## src/rtl/fetch_pkg.sv

```systemverilog
// Shared types and AHB-Lite encodings for the instruction fetch stage.
package fetch_pkg;

    typedef enum logic [1:0] {
        IDLE = 2'd0,
        ADDR = 2'd1,
        DATA = 2'd2,
        ERR  = 2'd3
    } fetch_state_e;

    localparam logic [1:0] HTRANS_IDLE   = 2'b00;
    localparam logic [1:0] HTRANS_NONSEQ = 2'b10;
    localparam logic [2:0] HSIZE_WORD    = 3'b010;
    localparam logic [2:0] HBURST_SINGLE = 3'b000;

endpackage : fetch_pkg

```

## src/rtl/instr_fetch_unit.sv

```systemverilog
// RV32 instruction fetch over an AHB-Lite master port. One transfer in flight,
// one-entry output buffer towards decode, redirects squash in-flight data.
module instr_fetch_unit
    import fetch_pkg::*;
#(
    parameter logic [31:0] RESET_PC = 32'h0000_0000
) (
    input  logic        clk,
    input  logic        reset,
    output logic [31:0] haddr,
    output logic [1:0]  htrans,
    output logic        hwrite,
    output logic [2:0]  hsize,
    output logic [2:0]  hburst,
    input  logic [31:0] hrdata,
    input  logic        hready,
    input  logic        hresp,
    input  logic        redirect_valid,
    input  logic [31:0] redirect_pc,
    input  logic        stall,
    output logic [31:0] instr,
    output logic [31:0] instr_pc,
    output logic        instr_valid,
    output logic [6:0]  opcode,
    output logic        fetch_err
);

    fetch_state_e state_q, state_d;
    logic [31:0]  pc_q, pc_d;
    logic [31:0]  haddr_q, haddr_d;
    logic [31:0]  instr_q, instr_d;
    logic [31:0]  instr_pc_q, instr_pc_d;
    logic         instr_valid_q, instr_valid_d;
    logic         fetch_err_q, fetch_err_d;
    logic         discard_q, discard_d;
    logic         buf_free;

    // The buffer can take a new instruction if empty or being consumed now.
    assign buf_free = !instr_valid_q || !stall;

    // Next-state and datapath updates; redirect overrides everything else.
    always_comb begin
        // NOTE: every variable gets a default before any branch so no latch is inferred.
        state_d       = state_q;
        pc_d          = pc_q;
        haddr_d       = haddr_q;
        instr_d       = instr_q;
        instr_pc_d    = instr_pc_q;
        instr_valid_d = instr_valid_q;
        fetch_err_d   = fetch_err_q;
        discard_d     = discard_q;

        if (instr_valid_q && !stall) begin
            instr_valid_d = 1'b0;
        end

        if (redirect_valid) begin
            pc_d          = {redirect_pc[31:2], 2'b00};
            instr_valid_d = 1'b0;
            fetch_err_d   = 1'b0;
            unique case (state_q)
                // The bus transfer must still finish legally; mark its data as dead.
                ADDR: begin
                    discard_d = 1'b1;
                    if (hready) state_d = DATA;
                end
                DATA: begin
                    if (hready) begin
                        discard_d = 1'b0;
                        state_d   = IDLE;
                    end else begin
                        discard_d = 1'b1;
                    end
                end
                ERR:     state_d = IDLE;
                default: ;
            endcase
        end else begin
            unique case (state_q)
                IDLE: begin
                    if (buf_free && !fetch_err_q) begin
                        haddr_d = pc_q;
                        state_d = ADDR;
                    end
                end
                ADDR: begin
                    if (hready) state_d = DATA;
                end
                DATA: begin
                    if (hready) begin
                        state_d = IDLE;
                        if (discard_q) begin
                            discard_d = 1'b0;
                        end else if (hresp) begin
                            fetch_err_d = 1'b1;
                            state_d     = ERR;
                        end else begin
                            instr_d       = hrdata;
                            instr_pc_d    = haddr_q;
                            instr_valid_d = 1'b1;
                            pc_d          = pc_q + 32'd4;
                        end
                    end
                end
                ERR: begin
                    instr_valid_d = 1'b0;
                end
                default: state_d = IDLE;
            endcase
        end
    end

    // State register with asynchronous active-low reset.
    always_ff @(posedge clk or negedge reset) begin
        if (!reset) begin
            state_q       <= IDLE;
            pc_q          <= RESET_PC;
            haddr_q       <= RESET_PC;
            instr_q       <= '0;
            instr_pc_q    <= '0;
            instr_valid_q <= 1'b0;
            fetch_err_q   <= 1'b0;
            discard_q     <= 1'b0;
        end else begin
            // NOTE: sequential state uses non-blocking assignments so all registers update together.
            state_q       <= state_d;
            pc_q          <= pc_d;
            haddr_q       <= haddr_d;
            instr_q       <= instr_d;
            instr_pc_q    <= instr_pc_d;
            instr_valid_q <= instr_valid_d;
            fetch_err_q   <= fetch_err_d;
            discard_q     <= discard_d;
        end
    end

    // htrans decodes straight from the state, so reset forces IDLE immediately.
    assign htrans      = (state_q == ADDR) ? HTRANS_NONSEQ : HTRANS_IDLE;
    assign haddr       = haddr_q;
    assign hwrite      = 1'b0;
    assign hsize       = HSIZE_WORD;
    assign hburst      = HBURST_SINGLE;
    assign instr       = instr_q;
    assign instr_pc    = instr_pc_q;
    assign instr_valid = instr_valid_q;
    assign opcode      = instr_valid_q ? instr_q[6:0] : 7'b0000000;
    assign fetch_err   = fetch_err_q;

endmodule : instr_fetch_unit

```

## config.mk

```make
export PLATFORM = sky130hd
export DESIGN_NAME = instr_fetch_unit
export DESIGN_NICKNAME = d
export VERILOG_FILES = /design/src/rtl/fetch_pkg.sv /design/src/rtl/instr_fetch_unit.sv
export SDC_FILE = /design/constraint.sdc
export NUM_CORES = 1
export LEC_CHECK = 0
export CAP_MARGIN = 10
export CORE_MARGIN = 1.5
export CORE_UTILIZATION = 50
export DETAILED_ROUTE_END_ITERATION = 10
export PLACE_DENSITY = 0.86
export SLEW_MARGIN = 5
export SYNTH_ARGS = -nofsm -noshare
export SYNTH_HDL_FRONTEND = slang
export SYNTH_SLANG_ARGS = --single-unit
```

## constraint.sdc

```tcl
create_clock -name clk -period 4.4 [get_ports clk]
set_input_delay 0.88 -clock clk [delete_from_list [all_inputs] [get_ports clk]]
set_output_delay 0.88 -clock clk [all_outputs]
set_load 0.005 [all_outputs]
```

# Yosys cells after proc, flatten, opt, wreduce, memory -nomap -nowiden
# Cells that the tools add are included.
[op_classes]
n_addsub = 1
n_eq_ne = 8
mux = 32
n_bitwise = 3
reduce_logical = 18
[ops]
columns = ["op", "n"]
rows = [
  ["$mux 32", 5],
  ["$add 32x3->32 const B", 1],
  ["$mux 2", 8],
  ["$mux 1", 14],
  ["$pmux 2 s3", 2],
  ["$reduce_and 4->1", 3],
  ["$reduce_bool 2->1", 4],
  ["$mux 7", 1],
  ["$reduce_and 3->1", 2],
  ["$reduce_and 5->1", 1],
  ["$eq 2x2->1 const B", 2],
  ["$ne 2x2->1 const B", 2],
  ["$ne 4x1->1 const B", 1],
  ["$pmux 1 s2", 2],
  ["$reduce_bool 4->1", 1],
  ["$logic_not 1->1", 3],
  ["$ne 3x3->1 const B", 1],
  ["$not 1->1", 3],
  ["$eq 2x1->1 const B", 1],
  ["$logic_and 1x1->1", 2],
  ["$logic_not 2->1", 1],
  ["$ne 2x1->1 const B", 1],
  ["$logic_or 1x1->1", 1],
]
[word_totals]
regBits = 133
in_bits = 70
out_inout_bits = 114

# Logic depth before layout (Yosys ltp)
[depth]
ltp_word = 8
depth_mapped = 7

# Worst setup path before layout
# No wires, ideal clock.
[synth_timing]
kind = "input -> register"
start = "input redirect_valid"
end = "register haddr_q[11] (netlist: haddr[11])"
setup_time_ns = 0.125
arrival_ns = 2.041
t_required_ns = 4.275
path_slack_ns = 2.235
path_stages = 5
path_buffers = 2
path_cell_list = "clkbuf_1 > inv_1 > nand3_1 > buf_1 > mux2_2"
[synth_between]
elab_chain_len = 2
[synth_rtl]
columns = ["element", "line", "text"]
rows = [
  ["start, declared", "instr_fetch_unit.sv:18", "input logic redirect_valid,"],
  ["$not 1->1 (no source line)", "--", ""],
  ["$reduce_and 3->1 (no source line)", "--", ""],
  ["end signal, assigned", "instr_fetch_unit.sv:128", "haddr_q <= haddr_d;"],
  ["end, declared", "instr_fetch_unit.sv:30", "logic [31:0] haddr_q, haddr_d;"],
]
# Every way passes these cells.
# A chain may end at the register's enable or synchronous reset.

# Final worst setup path
[layout_timing]
start = "input hready"
end = "register instr_q[12] (netlist: instr[12])"
[layout_between]
elab_chain_len = 1
[layout_rtl]
columns = ["element", "line", "text"]
rows = [
  ["start, declared", "instr_fetch_unit.sv:16", "input logic hready,"],
  ["$reduce_and 5->1 (no source line)", "--", ""],
  ["end signal, assigned", "instr_fetch_unit.sv:129", "instr_q <= instr_d;"],
  ["end, declared", "instr_fetch_unit.sv:31", "logic [31:0] instr_q, instr_d;"],
]
# Every way passes these cells.

==> reports/metrics.csv <==
metric;value;unit
status;finished clean;
synthTopCellsByCount;127 x dfrtp_1, 85 x mux2_2, 23 x nand2_1, 20 x buf_4, 19 x nor2_1;
crit_type;input port to flip-flop;
ios;184;
area_growth;39.9;%
drt_pass1_iterations;5;
powerDensity;596;nW/um2
r2r_slack;1.74;ns
dp_cells;744;
worstPathRequired;4.69;ns
post_cts_buffers;0;
dp_slack;1.09;ns
grtUsageMet3;0.0652;
cts.path.max_buffers;2;
start_kind;input port;
postCtsResizedCells;0;
drt-initial-drc-count;185;
via_per_inst;5.53;
drt_wl_total;13.5;mm
yosysMostFrequentCell;dfrtp_1;
slew_headroom;0.388;
ir_drop;0.000465;V
htreeDepth;4;
wire_per_inst;17.5;um
row_count;38;
cp_max_fo;48;
yosys.area.top_type;dfrtp_1;
post_synth.cell_area_avg;12.5;um2
critical_path_arrival;3.19;ns
grt_max_degree;101;
synth_flop_cell;dfrtp_1;
critPathCaptureType;flip-flop;
antenna_found_initial;0;
min_path_type;flip-flop to flip-flop;
drive_above_1_share;0.200;
nets;698;
hold_viol_final;0;
grt_pass1_wl;21.1;mm
ff2ff_path_depth;7;
first_global_vias;4212;
max_freq;0.345;GHz
use_met2;0.403;
yosysWarningCount;0;
drc;0;
start_util;0.520;
layout.cells.non_filler;774;
die_y;110;um
finalSetupViolCount;0;
synthDistinctLibCells;42;
gr-usage-met1;0.279;
num_vias;4278;
finalSetupTns;0;ns
cts_buffers;17;
drv_cap;0;
synth_area;5710;um2
cts.sinks;127;
synth_edf_count;0;
busiest_layer;met2;
tritoncts;built;
ys_ff_latch;127;
rsz0062_at_grt;false;
finalCritPeriodShare;0.659;
finalWorstPathRequiredPeriod;2.90;ns
syn_inst;458;
place.gp.congestion;0.830;
power.leakage;3.39;nW
diodes;0;
final_max_slew_viol_count;0;
coreArea;11000;um2
die_area;12100;um2
cts_root_buffer;clkbuf_16;
layout_setup_ws;1.50;ns
ys_seq_area_frac;0.556;
postRouteAntennaNets;0;
async_flop_share;1.00;
tightest_slew;0.917;ns
synthTopCellsByArea;dfrtp_1 56%, mux2_2 17%, buf_4 2.6%;
synth_top_area_frac;0.556;
whs_path_depth;1;
insertion_delay;0.42;ns
overflow;0;
clk_pin_slew;0.05;ns
finalClockSkew;0.0124;ns
dieWidth;110;um
grt_usage;0.234;
ctsHoldBuffers;0;
hpwl;9.35;mm
portBuffers;169;
worst paths after layout:
kind / start / endpoint
setup / recovery: hready / instr[12]
hold / removal: instr[31] / instr[31]
setup reg to reg: state_q[0] / instr[12]
hold reg to reg: instr[31] / instr[31]
max in group asynchronous: reset / instr[27]
min in group asynchronous: reset / instr_pc[26]
cells in the final DEF, fill, tap and decap left out, types with 6 or more instances in the layout:
cell,Yosys,final
mux2_1,7,7
mux2_2,85,85
or4_1,14,14
a21oi_1,7,7
nor2_1,19,19
clkdlybuf4s50_1,0,168
clkbuf_16,0,17
o21ai_0,17,17
and2_1,9,9
or3_1,6,6
dfrtp_1,127,127
a31oi_1,18,18
nand4_1,10,10
o31ai_1,12,12
conb_1,2,12
nand3_1,12,11
xor2_1,8,8
nand2_1,23,23
o211ai_1,6,6
cells by family after synthesis:
group,Yosys count,synth area share
AOI/OAI and AO/OA,64,0.0703
xor gates and xnor gates,9,0.0138
adders and majority gates,5,0.0109
buffers and inverters,42,0.0444
DFF,127,0.556
muxes,94,0.185
other,2,0.00131
and+or+nand+nor,115,0.118
per-layer routing:
layer,part of all wire,vias to the layer above,wire (um)
met5,0,-,0
met2,0.52,139,6970
met1,0.41,2147,5480
met3,0.066,17,889
li1,-,1975,-
met4,0.013,0,171
report_power, final:
part           switching [mW]  internal (mW)  total, mW
sequential              0.290           1.59       1.88
clock                   0.471          0.840       1.31
combinational           0.504           1.07       1.58
registers in the layout (all words and copies together) (netlist names):
register and count:
instr 32, state_q 2, discard_q 1, haddr 30, pc_q 30, instr_pc 30
instr_valid 1, fetch_err 1
critical path, cell delays in order:
cell and delay (ns):
clkdlybuf4s50_1 0.59, and3b_4 0.28, nand2b_1 0.20, nor2_4 0.48
buf_12 0.31, mux2_2 0.39
area by class of cell:
type,count,area (um2)
Clock inverter,6,57.6
Fill cell,746,2990
Timing Repair Buffer,173,1740
Inverter,5,18.8
Sequential cell,127,3180
Tap cell,140,175
Multi-Input combinational cell,299,2330
Clock buffer,24,502
per-stage QoR:
| stage | hold WS [ns] | utilization | cell area [um2] | total power [mW] |
|---|---|---|---|---|
| finish | 0.499 | 0.728 | 8000 | 4.76 |
| global route | 0.512 | 0.728 | 8000 | 5.02 |
| CTS | 0.495 | 0.728 | 8000 | 4.82 |
| detailed placement | 0.483 | 0.677 | 7440 | 3.47 |
| global placement | 0.467 | 0.677 | 7440 | 3.39 |
| floorplan | 0.483 | - | 5750 | 2.45 |
Note: power is estimated with default switching activity, not from simulation.
